`src/rtl/sm4_mask_pkg.sv`:
```
// Shared types and constants for the masked-SM4 random mask path.
package sm4_mask_pkg;
  typedef enum logic [1:0] {
    WARMUP = 2'd0,
    RUN    = 2'd1,
    ALARM  = 2'd2
  } disp_state_e;

  localparam int unsigned ERR_RCT  = 0;
  localparam int unsigned ERR_ZERO = 1;

  localparam int unsigned MASK_W = 128;
  localparam int unsigned LANE_W = 8;
  localparam int unsigned LANES  = 16;
endpackage

```
`src/rtl/rand_mask_dispenser_if.sv`:
```
// Mask dispenser bus: source word in, mask handshake out, alarm/status out.
interface rand_mask_dispenser_if #(
  parameter int unsigned DEPTH = 4
);
  localparam int unsigned FILL_W = $clog2(DEPTH) + 1;

  logic [sm4_mask_pkg::MASK_W-1:0] rand_in;
  logic                            mask_ready;
  logic                            mask_valid;
  logic [sm4_mask_pkg::MASK_W-1:0] mask_out;
  logic                            clear_alarm;
  logic                            alarm;
  logic [1:0]                      err_code;
  logic [FILL_W-1:0]               fill_level;

  modport master (
    input  rand_in, mask_ready, clear_alarm,
    output mask_valid, mask_out, alarm, err_code, fill_level
  );

  modport slave (
    output rand_in, mask_ready, clear_alarm,
    input  mask_valid, mask_out, alarm, err_code, fill_level
  );
endinterface

```
`src/rtl/rand_health_test.sv`:
```
// Online health tests on the raw mask source: repeated word and stuck-zero byte lanes.
module rand_health_test
  import sm4_mask_pkg::*;
#(
  parameter int unsigned RCT_LIMIT  = 3,
  parameter int unsigned ZERO_LIMIT = 4
) (
  input  logic              clk,
  input  logic              rst,
  input  logic [MASK_W-1:0] rand_in,
  input  logic              enable,
  input  logic              clear,
  output logic              rct_fault,
  output logic              zero_fault
);
  localparam int unsigned REP_W = $clog2(RCT_LIMIT + 1);
  localparam int unsigned ZC_W  = $clog2(ZERO_LIMIT + 1);

  logic [MASK_W-1:0] prev;
  logic              prev_valid;
  logic [REP_W-1:0]  rep_cnt;
  logic [ZC_W-1:0]   zero_cnt [LANES];
  logic [LANES-1:0]  lane_zero;
  logic [LANES-1:0]  lane_hit;
  logic              same;

  // Faults look at the incoming word so the bad sample can be blocked on its own edge.
  always_comb begin
    same      = prev_valid && (rand_in == prev);
    rct_fault = same && ((32'(rep_cnt) + 32'd1) >= (RCT_LIMIT - 1));
    for (int unsigned k = 0; k < LANES; k++) begin
      lane_zero[k] = (rand_in[k*LANE_W +: LANE_W] == '0);
      lane_hit[k]  = lane_zero[k] && ((32'(zero_cnt[k]) + 32'd1) >= ZERO_LIMIT);
    end
    zero_fault = |lane_hit;
  end

  always_ff @(posedge clk or posedge rst) begin
    if (rst) begin
      prev       <= '0;
      prev_valid <= 1'b0;
      rep_cnt    <= '0;
      for (int unsigned k = 0; k < LANES; k++) zero_cnt[k] <= '0;
    end else if (clear) begin
      prev       <= '0;
      prev_valid <= 1'b0;
      rep_cnt    <= '0;
      for (int unsigned k = 0; k < LANES; k++) zero_cnt[k] <= '0;
    end else if (enable) begin
      prev       <= rand_in;
      prev_valid <= 1'b1;
      rep_cnt    <= same ? rep_cnt + 1'b1 : '0;
      for (int unsigned k = 0; k < LANES; k++)
        zero_cnt[k] <= lane_zero[k] ? zero_cnt[k] + 1'b1 : '0;
    end
  end
endmodule

```
`src/rtl/rand_mask_dispenser.sv`:
```
// Health-checked mask buffer between the free-running RNG and the SM4 round logic.
module rand_mask_dispenser
  import sm4_mask_pkg::*;
#(
  parameter int unsigned DEPTH         = 4,
  parameter int unsigned WARMUP_CYCLES = 16,
  parameter int unsigned RCT_LIMIT     = 3,
  parameter int unsigned ZERO_LIMIT    = 4
) (
  input logic                   clk,
  input logic                   rst,
  rand_mask_dispenser_if.master bus
);
  localparam int unsigned PTR_W  = $clog2(DEPTH);
  localparam int unsigned FILL_W = PTR_W + 1;
  localparam int unsigned WARM_W = $clog2(WARMUP_CYCLES + 1);

  disp_state_e       state, state_nx;
  logic [1:0]        err_q, err_nx;
  logic [WARM_W-1:0] warm_cnt;
  logic              warm_done;
  logic [MASK_W-1:0] mem [DEPTH];
  logic [PTR_W-1:0]  wr_ptr, rd_ptr;
  logic [FILL_W-1:0] fill;
  logic              rct_fault, zero_fault, fault, health_en, clr;
  logic              valid_i, push, pop;

  rand_health_test #(
    .RCT_LIMIT  (RCT_LIMIT),
    .ZERO_LIMIT (ZERO_LIMIT)
  ) u_health (
    .clk        (clk),
    .rst        (rst),
    .rand_in    (bus.rand_in),
    .enable     (health_en),
    .clear      (clr),
    .rct_fault  (rct_fault),
    .zero_fault (zero_fault)
  );

  always_comb begin
    health_en = (state != ALARM);
    clr       = (state == ALARM) && bus.clear_alarm;
    fault     = health_en && (rct_fault || zero_fault);
    warm_done = (32'(warm_cnt) == WARMUP_CYCLES - 1);
    valid_i   = (state == RUN) && (fill != '0);
    pop       = valid_i && bus.mask_ready;
    push      = (state == RUN) && !fault && ((32'(fill) < DEPTH) || pop);

    bus.mask_valid = valid_i;
    bus.mask_out   = valid_i ? mem[rd_ptr] : '0;
    bus.alarm      = (state == ALARM);
    bus.err_code   = err_q;
    bus.fill_level = fill;
  end

  always_comb begin
    state_nx = state;
    err_nx   = err_q;
    unique case (state)
      WARMUP:  if (fault) state_nx = ALARM;
               else if (warm_done) state_nx = RUN;
      RUN:     if (fault) state_nx = ALARM;
      ALARM:   if (bus.clear_alarm) begin
                 state_nx = WARMUP;
                 err_nx   = '0;
               end
      default: state_nx = WARMUP;
    endcase
    if (fault) begin
      err_nx[ERR_RCT]  = rct_fault;
      err_nx[ERR_ZERO] = zero_fault;
    end
  end

  always_ff @(posedge clk or posedge rst) begin
    if (rst) begin
      state    <= WARMUP;
      err_q    <= '0;
      warm_cnt <= '0;
    end else begin
      state <= state_nx;
      err_q <= err_nx;
      // Held at zero outside WARMUP so any re-entry restarts the discard count.
      if (state != WARMUP)  warm_cnt <= '0;
      else if (!warm_done)  warm_cnt <= warm_cnt + 1'b1;
    end
  end

  always_ff @(posedge clk or posedge rst) begin
    if (rst) begin
      wr_ptr <= '0;
      rd_ptr <= '0;
      fill   <= '0;
    end else if (fault) begin
      wr_ptr <= '0;
      rd_ptr <= '0;
      fill   <= '0;
    end else begin
      if (push) wr_ptr <= wr_ptr + 1'b1;
      if (pop)  rd_ptr <= rd_ptr + 1'b1;
      unique case ({push, pop})
        2'b10:   fill <= fill + 1'b1;
        2'b01:   fill <= fill - 1'b1;
        default: fill <= fill;
      endcase
    end
  end

  always_ff @(posedge clk) begin
    if (push) mem[wr_ptr] <= bus.rand_in;
  end
endmodule

```
`src/flat_wrapper.sv`:
```
// flat-port wrapper written by rule: the top's interface ports become plain ports
module rand_mask_dispenser_flat import sm4_mask_pkg::*;
#(
  parameter int unsigned DEPTH         = 4,
  parameter int unsigned WARMUP_CYCLES = 16,
  parameter int unsigned RCT_LIMIT     = 3,
  parameter int unsigned ZERO_LIMIT    = 4
)
  (clk, rst, bus_rand_in, bus_mask_ready, bus_clear_alarm, bus_mask_valid, bus_mask_out, bus_alarm, bus_err_code, bus_fill_level);
  rand_mask_dispenser_if #(.DEPTH(DEPTH)) bus_i ();
  input logic clk;
  input logic rst;
  input wire logic [$bits(bus_i.rand_in)-1:0] bus_rand_in;
  input wire logic [$bits(bus_i.mask_ready)-1:0] bus_mask_ready;
  input wire logic [$bits(bus_i.clear_alarm)-1:0] bus_clear_alarm;
  output wire logic [$bits(bus_i.mask_valid)-1:0] bus_mask_valid;
  output wire logic [$bits(bus_i.mask_out)-1:0] bus_mask_out;
  output wire logic [$bits(bus_i.alarm)-1:0] bus_alarm;
  output wire logic [$bits(bus_i.err_code)-1:0] bus_err_code;
  output wire logic [$bits(bus_i.fill_level)-1:0] bus_fill_level;
  assign bus_i.rand_in = bus_rand_in;
  assign bus_i.mask_ready = bus_mask_ready;
  assign bus_i.clear_alarm = bus_clear_alarm;
  assign bus_mask_valid = bus_i.mask_valid;
  assign bus_mask_out = bus_i.mask_out;
  assign bus_alarm = bus_i.alarm;
  assign bus_err_code = bus_i.err_code;
  assign bus_fill_level = bus_i.fill_level;
  rand_mask_dispenser #(.DEPTH(DEPTH), .WARMUP_CYCLES(WARMUP_CYCLES), .RCT_LIMIT(RCT_LIMIT), .ZERO_LIMIT(ZERO_LIMIT)) u_core (.clk(clk), .rst(rst), .bus(bus_i));
endmodule
```
`config.mk`:
```
export PLATFORM = sky130hd
export DESIGN_NAME = rand_mask_dispenser_flat
export DESIGN_NICKNAME = d
export VERILOG_FILES = /design/src/rtl/sm4_mask_pkg.sv /design/src/rtl/rand_mask_dispenser_if.sv /design/src/rtl/rand_health_test.sv /design/src/rtl/rand_mask_dispenser.sv /design/src/flat_wrapper.sv
export SDC_FILE = /design/constraint.sdc
export NUM_CORES = 1
export LEC_CHECK = 0
export ABC_AREA = 1
export CAP_MARGIN = 30
export CORE_ASPECT_RATIO = 0.7
export CORE_UTILIZATION = 26
export CTS_BUF_LIST = sky130_fd_sc_hd__clkbuf_4 sky130_fd_sc_hd__clkbuf_8
export DETAILED_ROUTE_END_ITERATION = 8
export HOLD_SLACK_MARGIN = 0.12
export PLACE_DENSITY = 0.47
export SLEW_MARGIN = 20
export SYNTH_ARGS = -nofsm -noshare
export SYNTH_HDL_FRONTEND = slang
export SYNTH_SLANG_ARGS = --single-unit
```
`constraint.sdc`:
```
create_clock -name clk -period 7.49 [get_ports clk]
set_input_delay 1.498 -clock clk [delete_from_list [all_inputs] [get_ports clk]]
set_output_delay 1.498 -clock clk [all_outputs]
set_load 0.03 [all_outputs]
```
# Word level (Yosys, flattened, before mapping)
# Memory sizes are Yosys's and may differ from the RTL's.
# Cells that the tools add are included.
[word_totals]
reg_bits = 195
latchBits = 0
mem_bits_rw = 512
romBits = 0
inputBits = 132
output_inout_bits = 135
wordCells = 192
n_memories = 1
[mem_list]
columns = ["memory", "words", "width", "read_ports", "rd_clocked_by_memory_dff", "wr", "line", "rtl"]
rows = [
  ["u_core.mem", 4, 128, 1, 0, 1, "rand_mask_dispenser.sv:22", "logic [MASK_W-1:0] mem [DEPTH];"],
]
[classes]
addsub = 39
n_mul = 0
div = 0
magnitude_cmp = 18
eq_ne = 11
shifts = 0
n_mux = 43
bitwise = 0
reduce_logical = 55
[op_table]
columns = ["op", "n"]
rows = [
  ["$mux W128", 3],
  ["$eq A128 B128 Y1", 1],
  ["$logic_not A8 Y1", 16],
  ["$mux W48", 2],
  ["$add A3 B1 Y4 const B", 16],
  ["$ge A4 B3 Y1 const B", 16],
  ["$add A3 B1 Y3 const B", 17],
  ["$mux W3", 17],
  ["$mux W2", 13],
  ["$logic_and A1 B1 Y1", 24],
  ["$reduce_or A16 Y1", 1],
  ["$reduce_bool A2 Y1", 6],
  ["$mux W5", 2],
  ["$add A2 B1 Y2 const B", 3],
  ["$ne A2 B2 Y1 const B", 3],
  ["$pmux W2 S3", 1],
  ["$pmux W3 S2", 1],
  ["$reduce_bool A3 Y1", 2],
  ["$add A5 B1 Y5 const B", 1],
  ["$eq A5 B4 Y1 const B", 1],
  ["$eq A2 B1 Y1 const B", 2],
  ["$eq A2 B2 Y1 const B", 2],
  ["$mux W1", 4],
  ["$add A2 B1 Y3 const B", 1],
  ["10 further kinds", 11],
]

# Depth between registers and ports, before layout
# Gate-level depths: netlist (run 1).
[logic_depth]
word_depth = 12
depth_mapped = 18
depth_no_buf = 18

# Modules after synthesis
# Synthesis (run 1) repeated with hierarchy kept, for this count alone.
[unflattened]
hier_cells = 3108
hier_area_um2 = 31119.8
[by_module_without_submodules]
columns = ["module", "n_inst", "cells_per_inst", "area_each_um2", "seq_area_each_um2"]
rows = [
  ["rand_mask_dispenser", 1, 1622, 20697.4, 15775.1],
  ["rand_health_test", 1, 1486, 10422.5, 4479.3],
]

# Worst setup path before layout (run 1)
# Ideal clock, no wire load.
[synth_timing]
path_kind = "input -> register"
startpoint = "in bus_rand_in[98]"
endpoint = "mem u_core.mem[0][0] (enable)"
setup_ns = 0.617
arrival_ns = 7.667
required_time_ns = 6.873
slack_ns = -0.795
cell_stages = 10
path_buffers = 0
cell_sequence = "inv_1 > nand4_1 > nor2_1 > nand2_1 > nand2_1 > nor2_1 > nand4_1 > nor2_2 > nand4_2 > nor2_1"
[synth_via]
elab_chain_len = 10
elab_cells_between_ends = 13
classes_between = "eq/ne: 1; mux: 2; reduce/logical: 10"
[synth_rtl]
columns = ["item", "line", "rtl"]
rows = [
  ["from (decl)", "flat_wrapper.sv:13", "input wire logic [$bits(bus_i.rand_in)-1:0] bus_rand_in;"],
  ["$eq A128 B128 Y1 / $logic_not A8 Y1 (equally long branches)", "rand_health_test.sv:29, rand_health_test.sv:32", ""],
  ["$logic_and A1 B1 Y1, on equally long branches", "rand_health_test.sv:29, rand_health_test.sv:33", ""],
  ["$logic_and A1 B1 Y1 / $reduce_or A16 Y1 (equally long branches)", "rand_health_test.sv:30, rand_health_test.sv:35", ""],
  ["$logic_or A1 B1 Y1 (*)", "rand_mask_dispenser.sv:44", "fault = health_en && (rct_fault || zero_fault);"],
  ["$logic_and A1 B1 Y1 (*)", "rand_mask_dispenser.sv:44", ""],
  ["$logic_not A1 Y1 (*)", "rand_mask_dispenser.sv:48", "push = (state == RUN) && !fault && ((32'(fill) < DEPTH) || pop);"],
  ["$logic_and A1 B1 Y1 (*) (2 in series)", "rand_mask_dispenser.sv:48", ""],
  ["$mux W1 (*)", "rand_mask_dispenser.sv:111", "if (push) mem[wr_ptr] <= bus.rand_in;"],
  ["$mux W1 (implied by the code) (*)", "rand_mask_dispenser.sv:111", ""],
  ["to (decl)", "rand_mask_dispenser.sv:22", ""],
]
# Mark *: on every way between the ends. The rest lies on a longest branch, timed or not.

# Worst setup path in the final report (run 1)
[layout_timing]
startpoint = "reg u_core.rd_ptr[1]"
endpoint = "out bus_mask_out[86]"
[layout_via]
elab_chain_len = 2
[layout_rtl]
columns = ["item", "line", "rtl"]
rows = [
  ["from (decl)", "rand_mask_dispenser.sv:23", "logic [PTR_W-1:0] wr_ptr, rd_ptr;"],
  ["from (signal assigned)", "rand_mask_dispenser.sv:101", "if (pop) rd_ptr <= rd_ptr + 1'b1;"],
  ["$mem_v2 Z4 W128", "-", ""],
  ["$mux W128", "rand_mask_dispenser.sv:51", "bus.mask_out = valid_i ? mem[rd_ptr] : '0;"],
  ["to (decl)", "flat_wrapper.sv:17", "output wire logic [$bits(bus_i.mask_out)-1:0] bus_mask_out;"],
]
# Every way passes these cells.

==> results.md, run 1 <==
- Netlist cell types: 29
- Hold Crit Start: u_core.u_health.prev[74]$_DFFE_PP0P_
- DIE AREA: ~0.12 mm2
- Clk buf depth: 3
- Post-DP HPWL: 51900 um
- Router iterations before antenna repair: 5
- Via count: 21.1k
- Antenna violations before repair: 7
- Place WS: 2.01 ns
- I/O Buffers: 266
- Clock slew at reported path FFs: 0.06 ns
- Post-synth top area cell: edfxtp_1
- Status: complete, no violations
- Startpoint types: flop
- CTS Buf Count: 117
- Reg2Reg Setup Slack: 3.74 ns
- Commonest non-fill, non-tap cells in the layout: 606 x nor2_1, 512 x edfxtp_1, 390 x nand2_1
- Rel. slew slack: 0.229
- Drt wl/cell: about 19 um
- R2R Path End: u_core.mem[1][111]$_DFFE_PP_
- CP Class: reg -> out
- Critical path origin: u_core.rd_ptr[1]$_DFFE_PP0P_
- Initial Utilization: 0.264
- Max-cap check violation count: 0
- Share of cells above drive strength 1: 0.0840
- # placed instances: 4551
- I/O pins: 267
- Final hold viol count: 0
- Yosys top cell area share: 0.512
- Power density over cell area: 351 mW/mm2
- Tcrit/Tclk final: 0.729
- Hold WC Path Type: reg -> reg
- Max VDD drop: 185 uV
- Final Max Tran Viols: 0
- Worst-path fanout max: 42
- Synth Instances: 2873
- R2R cell count: 11
- Largest net degree at the start of global routing: 163
- Clock sink total: about 710
- Area Growth Syn to Fin: 23.1%
- Worst slew pin tran: 1.16 ns
- Yosys warns: 0
- TritonCTS clock tree: built
- Static Leak: between 10 and 15 nW
- Die span in y: 286 um
- Worst setup endpoint: bus_mask_out[86]
- Sequential-to-total area share from yosys stat: 0.674
- Setup violations, final: 0
- Critical Path Max Stage Delay: 0.79 ns
- CORE AREA: 0.114 mm2
- Die width: 408 um
- RD Place Congestion: 0.736
- Post-CTS Setup Inserts: 0
- FMAX: around 0.18 GHz
- CP Data Arrival Time: 3.96 ns
- Final setup TNS: 0 ns
- Total gr overflow: 0
- Non-Filler Instances: 4775
- H-tree levels: 3
- Mean area per synthesized cell: 10.5 um2
- Synth top area cells: edfxtp_1 51%, dfrtp_1 16%, nor2_1 7.6%
- Global router's overall resource usage: 0.150
- CP Cell Sequence: inv_4 > buf_4 > nor2_1 > o21ai_0 > a21oi_1 > clkdlybuf4s50_1
- Detailed Route Iter0 Violations: 1490
- Post-CTS Resized: 0
- Routed Antenna Nets: 0
- Worst Skew: 0.0770 ns
- Row count: between 100 and 150
- Critical path data required time: 5.99 ns
- Syn nets: 3030
- Final setup margin: 2.03 ns
- Clock Latency Late Sink: 0.81 ns
- First-pass GRT wire length: roughly 130000 um
- CTS Hold Bufs: 0
- Fin crit period: between 5 and 6 ns
- Layout net count: around 3.3k
- Final Core Density: 0.326
- Commonest non-fill, non-tap cell in the layout: nor2_1
- Drt drc: 0
- RSZ-0062 raised after global routing: false
- Slowest CP cell: clkdlybuf4s50_1
- Vias in the first global route: 20.8k
- Final wirelength: 88400 um
- Number of synthesized register bits: 707
- Drt via density: 4.41
- Post-Syn Area: around 0.030 mm2
- Critical Path Sink Type: output pin
- Root Driver: clkbuf_8
- Reg2reg start: u_core.u_health.zero_cnt[30]$_DFFE_PP0P_
-- worst max-delay path: cells and delay by family, from the launching register on --
family	cells	cell delay, ns
simple gates	1	0.16
buf+inv	3	1.59
compound gates	2	0.61
flops	1	0.76
-- final cells by class --
type / instances / area (um2)
fill: 11600 / 76700
sequential: 707 / 20300
multi-input combinational: 1764 / 8290
timing repair buffer: 294 / 2970
clock buffer: 177 / 2140
tap: 1522 / 1900
inverter: 265 / 1010
clock inverter: 44 / 427
antenna: 2 / 5.00
-- Yosys cell counts --
master / instances
a21oi_1: 136
a32o_1: 15
buf_1: 20
buf_2: 44
clkbuf_1: 73
dfrtp_1: 195
edfxtp_1: 512
fa_1: 1
ha_1: 24
inv_1: 240
inv_2: 25
mux2i_1: 1
nand2_1: 390
nand2_2: 2
nand3_1: 30
nand3_2: 1
nand3b_1: 2
nand4_1: 46
nand4_2: 1
nor2_1: 610
nor2_2: 3
nor2_4: 1
nor3_1: 9
o21ai_0: 327
o21ai_1: 9
o22ai_1: 112
o31ai_1: 6
xnor2_1: 25
xor2_1: 13
-- cells by family after synthesis --
group | count (synthesis) | share of synthesized area
compound gates | 605 | 0.108
mux | 1 | 0.000333
simple gates | 1095 | 0.144
buf+inv | 402 | 0.0520
flops | 707 | 0.674
fa+ha+maj | 25 | 0.0107
xor+xnor | 38 | 0.0111
-- routing by layer --
layer  wire, um  GRT usage
met1      44500      0.221
met2      38000      0.221
met3       4390     0.0337
met4       1480     0.0351
met5         41          0
-- metrics by stage --
| stage | power [mW] | instance area (um2) | hold WS, ns |
|---|---|---|---|
| after floorplan | 7.71 | 30100 | 0.461 |
| after global placement | 9.43 | 34400 | 0.473 |
| after detailed placement | 9.44 | 34400 | 0.492 |
| after CTS | 13.2 | 37000 | 0.506 |
| after global routing | 13.8 | 37000 | 0.525 |
| final | 13.0 | 37000 | 0.497 |
-- worst min path at each step --
| stage | end | slack [ns] | cells past startpoint |
|---|---|---|---|
| after floorplan | u_core.u_health.prev[74]$_DFFE_PP0P_ | 0.46 | 2 |
| after global placement | u_core.u_health.prev[74]$_DFFE_PP0P_ | 0.47 | 2 |
| after detailed placement | u_core.u_health.prev[74]$_DFFE_PP0P_ | 0.49 | 2 |
| after CTS | u_core.u_health.prev[74]$_DFFE_PP0P_ | 0.51 | 2 |
| after global routing | u_core.u_health.prev[6]$_DFFE_PP0P_ | 0.52 | 2 |
| final | u_core.u_health.prev[74]$_DFFE_PP0P_ | 0.50 | 2 |
-- flip-flops by register name, indices dropped and copies added (netlist names) --
name,count
u_core.u_health.rep_cnt,2
u_core.state,2
u_core.u_health.prev_valid,1
u_core.bus.err_code,2
u_core.u_health.zero_cnt,48
u_core.bus.fill_level,3
u_core.u_health.prev,128
u_core.mem,512
u_core.rd_ptr,2
u_core.wr_ptr,2
u_core.warm_cnt,5
-- power by group --
| group | internal, mW | total, mW | switching (mW) | leakage (nW) |
|---|---|---|---|---|
| clock | 2.07 | 3.72 | 1.64 | 1.35 |
| combinational | 1.33 | 4.28 | 2.95 | 5.64 |
| sequential | 4.80 | 5.00 | 0.200 | 7.05 |
Note: power is estimated with default switching activity, not from simulation.
==> inputs of run 2 (changes only) <==
==> constraint.sdc (replaced) <==
create_clock -name clk -period 4.5 [get_ports clk]
set_input_delay 0.9 -clock clk [delete_from_list [all_inputs] [get_ports clk]]
set_output_delay 0.9 -clock clk [all_outputs]
set_load 0.03 [all_outputs]
==> results.md, run 2 (synthesized netlist as in run 1, its figures left out) <==
- Comb power frac: 0.349 (was 0.329)
- R2R cell count: 12 (was 11)
- Commonest non-fill, non-tap cell in the layout: nor2_1 (unchanged)
- DIE AREA: 0.117 mm2 (unchanged)
- Row count: 103 (unchanged)
- First-pass GRT wire length: 136000 um (was 133000 um)
- Area Growth Syn to Fin: 25.3% (was 23.1%)
- CTS Buf Count: 117 (unchanged)
- Drt wl/cell: 18.8 um (was 18.5 um)
- Max VDD drop: 247 uV (was 185 uV)
- I/O Buffers: 266 (unchanged)
- Clock power share: 0.272 (was 0.286)
- Final wirelength: 90700 um (was 88400 um)
- Via count: 21.5k (was 21.1k)
- H-tree levels: 3 (unchanged)
- Static Leak: 14.4 nW (was 14.0 nW)
- Die span in y: 286 um (unchanged)
- Hold Crit Start: u_core.u_health.prev[74]$_DFFE_PP0P_ (unchanged)
- Gr busiest metal: met1 (unchanged)
- Worst slew pin tran: 0.929 ns (was 1.16 ns)
- # placed instances: 4604 (was 4551)
- Post-DP HPWL: 56200 um (was 51900 um)
- CP Class: reg -> out (unchanged)
- RSZ-0062 raised after global routing: false (unchanged)
- Met3 Use GR: 0.0375 (was 0.0337)
- Footprint of the multi-input gates: 0.00829 mm2 (unchanged)
- Drt via density: 4.46 (was 4.41)
- Worst Skew: 0.0510 ns (was 0.0770 ns)
- Sw power: 8.15 mW (was 4.79 mW)
- Hold path endpoint: u_core.u_health.prev[74]$_DFFE_PP0P_ (unchanged)
- Final hold viol count: 0 (unchanged)
- Drt drc: 0 (unchanged)
- Worst hold path cell count: 2 (unchanged)
- Seq pwr share: 0.379 (was 0.385)
- Clk buf depth: 3 (unchanged)
- Share of cells above drive strength 1: 0.0960 (was 0.0840)
- Commonest non-fill, non-tap cells in the layout: 606 x nor2_1, 512 x edfxtp_1, 390 x nand2_1 (unchanged)
- RD Place Congestion: 0.742 (was 0.736)
- Internal Power: 13.7 mW (was 8.20 mW)
- Clock slew at reported path FFs: 0.06 ns (about the same)
- CP Data Arrival Time: 3.36 ns (was 3.96 ns)
- Setup violations, final: 0 (unchanged)
- Status: complete, no violations (unchanged)
- Filler Cell Count: 11.5k (was 11.6k)
- Rel. slew slack: 0.381 (was 0.229)
- Die width: 408 um (unchanged)
- CORE AREA: 0.114 mm2 (unchanged)
- Fin crit period: around 4.3 ns
- Clock sink total: 707 (unchanged)
- Routed Antenna Nets: 0 (unchanged)
- Max-cap check violation count: 0 (unchanged)
- GR Util met1: 0.224 (was 0.221)
- TritonCTS clock tree: built (unchanged)
- Critical path data required time: 3.60 ns (was 5.99 ns)
- Max FFs per register: 512 (unchanged)
- Largest net degree at the start of global routing: 80 (was 163)
- Non-Filler Instances: 4829 (was 4775)
- Biggest register: u_core.mem (unchanged)
- Worst-path fanout max: 39 (was 42)
- Root Driver: clkbuf_8 (unchanged)
- Layout net count: 3361 (was 3306)
- Critical Path Sink Type: output pin (unchanged)
- Final Core Density: 0.331 (was 0.326)
- I/O pins: 267 (unchanged)
- R2R Path End: u_core.mem[0][80]$_DFFE_PP_ (was u_core.mem[1][111]$_DFFE_PP_)
- Power density over cell area: 581 mW/mm2 (was 351 mW/mm2)
- Tcrit/Tclk final: 0.948
- Clock Latency Late Sink: 0.82 ns (was 0.81 ns)
- Place WS: 0.321 ns (was 2.01 ns)
- FMAX: 0.235 GHz
- Detailed Route Iter0 Violations: 1357 (was 1490)
- Switching share of power: 0.373 (was 0.369)
- Initial Utilization: 0.264 (unchanged)
- Total gr overflow: 0 (unchanged)
- Final instance area: 0.0377 mm2 (was 0.0370 mm2)
- Global router's overall resource usage: 0.153 (was 0.150)
- Final setup TNS: 0 ns (unchanged)
- Final Max Tran Viols: 0 (unchanged)
- Hold WC Path Type: reg -> reg (unchanged)
- GR Util met2: 0.223 (was 0.221)
- Final setup margin: 0.236 ns (was 2.03 ns)
- Pwr Total: 21.9 mW (was 13.0 mW)
- Router iterations before antenna repair: 5 (unchanged)
- CTS Hold Bufs: 0 (unchanged)
- Reg2reg start: u_core.u_health.zero_cnt[9]$_DFFE_PP0P_ (was u_core.u_health.zero_cnt[30]$_DFFE_PP0P_)
- Regs by FF count: u_core.mem (512), u_core.u_health.prev (128), u_core.u_health.zero_cnt (48) (unchanged)
- Startpoint types: flop (unchanged)
- Critical path origin: u_core.rd_ptr[1]$_DFFE_PP0P_ (unchanged)
- Hold_ws: 0.502 ns (was 0.497 ns)
- Reg2Reg Setup Slack: 1.46 ns (was 3.74 ns)
- Placed Area: 0.0351 mm2 (was 0.0344 mm2)
- Vias in the first global route: 21.3k (was 20.8k)
- Antenna violations before repair: 9 (was 7)
- Register area: 0.0203 mm2 (unchanged)
==> run 2: cell count changes in the layout (fill, tap and decap cells not counted), moves of 3 or more <==
cell / before / now
buf_12: 8 / 33
diode_2: 2 / 5
buf_4: 20 / 46
clkinv_1: 18 / 25
buf_16: 0 / 3
clkbuf_8: 129 / 121
clkinv_2: 10 / 14
clkbuf_4: 48 / 42
==> run 2: final cells by class <==
class,count,area share
Clock inverter,54,0.0117
Antenna cell,5,0.000332
Sequential cell,707,0.538
Timing Repair Buffer,349,0.0999
Inverter,265,0.0268
Multi-Input combinational cell,1764,0.220
Clock buffer,163,0.0526
Tap cell,1522,0.0506
==> run 2: worst max path at each step <==
stage / to / slack, ns / cells past startpoint
final: bus_mask_out[90] / 0.24 / 5
after global placement: u_core.mem[2][74]$_DFFE_PP_ / 0.30 / 17
after CTS: bus_mask_out[69] / 0.03 / 6
after detailed placement: u_core.mem[2][74]$_DFFE_PP_ / 0.32 / 17
after global routing: bus_mask_out[73] / 0.006 / 6
after floorplan: u_core.mem[0][0]$_DFFE_PP_ / -1.07 / 10
==> run 2: metal layers <==
| metal | up-vias | part of all wire | routed length [um] |
|---|---|---|---|
| met5 | - | 0.00083 | 75 |
| met1 | 10500 | 0.50 | 45100 |
| met2 | 433 | 0.43 | 39100 |
| li1 | 10500 | - | - |
| met4 | 12 | 0.019 | 1690 |
| met3 | 134 | 0.053 | 4780 |
==> run 2: critical path, cell delays in order, from the launching register on <==
cell	delay, ns
dfrtp_4	0.64
buf_4	0.41
nor2_1	0.15
o21ai_0	0.10
a21oi_1	0.46
clkdlybuf4s50_1	0.77
==> run 2: power groups by stage <==
stage                     clock (mW)  combinational (mW)  sequential (mW)
after floorplan                    0                4.36             8.39
after global placement             0                7.58             8.48
after detailed placement           0                7.58             8.49
after CTS                       6.17                7.75             8.32
after global routing            6.43                8.38             8.38
final                           5.96                7.63             8.30
==> run 2: what timing repair did <==
action	4_1_cts	5_1_grt
endpoints found under the setup margin	42	2
gates cloned	0	0
resized for setup	1	0
setup buffers	2	1
==> inputs of run 3 (changes only) <==
--- a/config.mk
+++ b/config.mk
@@ -9,9 +9,9 @@
 export CAP_MARGIN = 30
 export CORE_ASPECT_RATIO = 0.7
 export CORE_UTILIZATION = 26
-export CTS_BUF_LIST = sky130_fd_sc_hd__clkbuf_4 sky130_fd_sc_hd__clkbuf_8
 export DETAILED_ROUTE_END_ITERATION = 8
 export HOLD_SLACK_MARGIN = 0.12
+export MAX_ROUTING_LAYER = met4
 export PLACE_DENSITY = 0.47
 export SLEW_MARGIN = 20
 export SYNTH_ARGS = -nofsm -noshare
==> results.md, run 3 (synthesized netlist as in run 1, its figures left out) <==
- Status: complete, no violations (unchanged)
- Clock Latency Late Sink: 0.66 ns (was 0.82 ns)
- Clock power share: 0.286 (was 0.272)
- Antenna violations before repair: 7 (was 9)
- Largest net degree at the start of global routing: 80 (unchanged)
- CTS Buf Count: 78 (was 117)
- Clk buf depth: 3 (unchanged)
- Internal Power: 14.1 mW (was 13.7 mW)
- Met2 WL: 38700 um (was 39100 um)
- Area Growth Syn to Fin: 25.4% (was 25.3%)
- CP Class: reg -> out (unchanged)
- Max VDD drop: 279 uV (was 247 uV)
- Drt via density: 4.47 (was 4.46)
- RSZ-0062 raised after global routing: false (unchanged)
- FMAX: 0.238 GHz (was 0.235 GHz)
- CORE AREA: 0.114 mm2 (unchanged)
- CP Buf/Inv Count: 2 (unchanged)
- Row count: 103 (unchanged)
- Vias in the first global route: 21.0k (was 21.3k)
- Final Max Tran Viols: 0 (unchanged)
- Clock slew at reported path FFs: 0.06 ns (about the same)
- Drt drc: 0 (unchanged)
- First-pass GRT wire length: 135000 um (was 136000 um)
- Slowest CP cell: dfrtp_4 (was clkdlybuf4s50_1)
- Worst slew pin tran: 0.956 ns (was 0.929 ns)
- Place WS: 0.321 ns (unchanged)
- I/O pins: 267 (unchanged)
- Max FFs per register: 512 (unchanged)
- Worst-path fanout max: 24 (was 39)
- Share of cells above drive strength 1: 0.0734 (was 0.0960)
- Max-cap check violation count: 0 (unchanged)
- Critical Path Max Stage Delay: 0.79 ns (was 0.77 ns)
- Tcrit/Tclk final: 0.935 (was 0.948)
- Hold WC Path Type: reg -> reg (unchanged)
- Commonest non-fill, non-tap cells in the layout: 606 x nor2_1, 512 x edfxtp_1, 390 x nand2_1 (unchanged)
- Comb power frac: 0.338 (was 0.349)
- Final hold viol count: 0 (unchanged)
- Startpoint types: flop (unchanged)
- Placed Area: 0.0351 mm2 (unchanged)
- Final setup margin: 0.290 ns (was 0.236 ns)
- Final instance area: 0.0377 mm2 (about the same)
- Switching share of power: 0.365 (was 0.373)
- CP Data Arrival Time: 3.31 ns (was 3.36 ns)
- CP dominant cell by count: nor2_1
- Power density over cell area: 589 mW/mm2 (was 581 mW/mm2)
- Top Metal Used: met4 (was met5)
- Total gr overflow: 0 (unchanged)
- CP delay by family, top: buffers and inverters (unchanged)
- Met3 wire len: 4280 um (was 4780 um)
- RD Place Congestion: 0.751 (was 0.742)
- Setup violations, final: 0 (unchanged)
- Seq pwr share: 0.375 (was 0.379)
- Clock sink total: 707 (unchanged)
- Post-DP HPWL: 56200 um (unchanged)
- Router iterations before antenna repair: 5 (unchanged)
- Worst Skew: 0.0181 ns (was 0.0510 ns)
- Static Leak: 14.3 nW (was 14.4 nW)
- Final Core Density: 0.331 (about the same)
- Post-Route M1 WL: 44800 um (was 45100 um)
- Rel. slew slack: 0.363 (was 0.381)
- Global router's overall resource usage: 0.157 (was 0.153)
- Initial Utilization: 0.264 (unchanged)
- Regs by FF count: u_core.mem (512), u_core.u_health.prev (128), u_core.u_health.zero_cnt (48) (unchanged)
- Biggest register: u_core.mem (unchanged)
- Commonest non-fill, non-tap cell in the layout: nor2_1 (unchanged)
- Root Driver: clkbuf_16 (was clkbuf_8)
- Fin crit period: 4.21 ns (was 4.26 ns)
- TritonCTS clock tree: built (unchanged)
- H-tree levels: 3 (unchanged)
- Drt wl/cell: 18.8 um (about the same)
- CP Cell Sequence: buf_4 > nor2_1 > nor2_1 > o21ai_0 > a21oi_1 > clkdlybuf4s50_1 (was buf_4 > nor2_1 > o21ai_0 > a21oi_1 > clkdlybuf4s50_1)
- Via count: 21.3k (was 21.5k)
- Final wirelength: 89500 um (was 90700 um)
- Die width: 408 um (unchanged)
- DIE AREA: 0.117 mm2 (unchanged)
- Pwr Total: 22.2 mW (was 21.9 mW)
- Die span in y: 286 um (unchanged)
- I/O Buffers: 266 (unchanged)
- Critical Path Sink Type: output pin (unchanged)
- Sw power: 8.11 mW (was 8.15 mW)
- Layout net count: 3320 (was 3361)
- Detailed Route Iter0 Violations: 1418 (was 1357)
- Routed Antenna Nets: 0 (unchanged)
- Critical path data required time: 3.60 ns (about the same)
[run 3: cell types whose count changed in the layout (fill, tap and decap cells not counted), sizes merged]
cell      previous run  this run
clkbuf             163       100
bufinv               6         5
clkinv              39        26
buf                 83        81
clkinvlp             5         6
diode                5         8
inv                269       272
[run 3: final timing paths]
path	from	end	slack, ns	depth (start not counted)
min reg2reg	u_core.u_health.prev[74]$_DFFE_PP0P_	u_core.u_health.prev[74]$_DFFE_PP0P_	0.50	2
max in group asynchronous	rst	u_core.u_health.prev[37]$_DFFE_PP0P_	2.87	4
max	u_core.rd_ptr[0]$_DFFE_PP0P_	bus_mask_out[29]	0.29	6
min in group asynchronous	rst	u_core.u_health.prev[76]$_DFFE_PP0P_	0.67	2
max reg2reg	u_core.u_health.zero_cnt[9]$_DFFE_PP0P_	u_core.mem[0][92]$_DFFE_PP_	1.45	12
min	u_core.u_health.prev[74]$_DFFE_PP0P_	u_core.u_health.prev[74]$_DFFE_PP0P_	0.50	2
[run 3: power by group through the flow]
stage / clock, mW / sequential [mW] / combinational (mW)
after global routing: 6.79 / 8.41 / 8.25
after CTS: 6.55 / 8.34 / 7.68
after global placement: 0 / 8.48 / 7.58
after detailed placement: 0 / 8.49 / 7.58
final: 6.35 / 8.32 / 7.51
after floorplan: 0 / 8.39 / 4.36
[run 3: cell type report]
cell class	count	area, um2
timing repair buffer	347	3710
clock inverter	44	405
clock buffer	100	2080
inverter	265	1010
tap	1522	1900
sequential	707	20300
antenna	8	20.0
multi-input combinational	1764	8290
fill	11500	76000
[run 3: what timing repair did]
item / in CTS / in global routing
setup buffers: 1 / 0
endpoints found under the setup margin: 3 / 1
resized for setup: 0 / 1
pin swaps: 0 / 0
hold endpoints to repair: 0 / 0
hold buffers: 0 / 0
gates cloned: 0 / 0
[run 3: worst reg2reg max path, stage by stage, from the launching register on]
cell,delay [ns]
dfrtp_1,0.41
ha_1,0.22
xnor2_1,0.19
nand2_1,0.08
nand2_1,0.11
nand2_1,0.10
nor2_1,0.24
nand4_1,0.18
nor2_2,0.19
nand4_2,0.13
buf_4,0.21
nor2_4,0.16
buf_12,0.41
[run 3: per-stage QoR]
| step | std cells | TNS [ns] | hold WS, ns |
|---|---|---|---|
| floorplan | 2873 | -545.56 | 0.461 |
| global placement | 4603 | 0 | 0.484 |
| detailed placement | 4604 | 0 | 0.490 |
| CTS | 4749 | 0 | 0.503 |
| global route | 4756 | 0 | 0.525 |
| finish | 4757 | 0 | 0.500 |
[run 3: metal layers]
metal | vias up | track usage
met1 | 10400 | 0.225
met2 | 379 | 0.223
li1 | 10400 | -
met4 | 0 | 0.0358
met3 | 100 | 0.0353
met5 | - | -
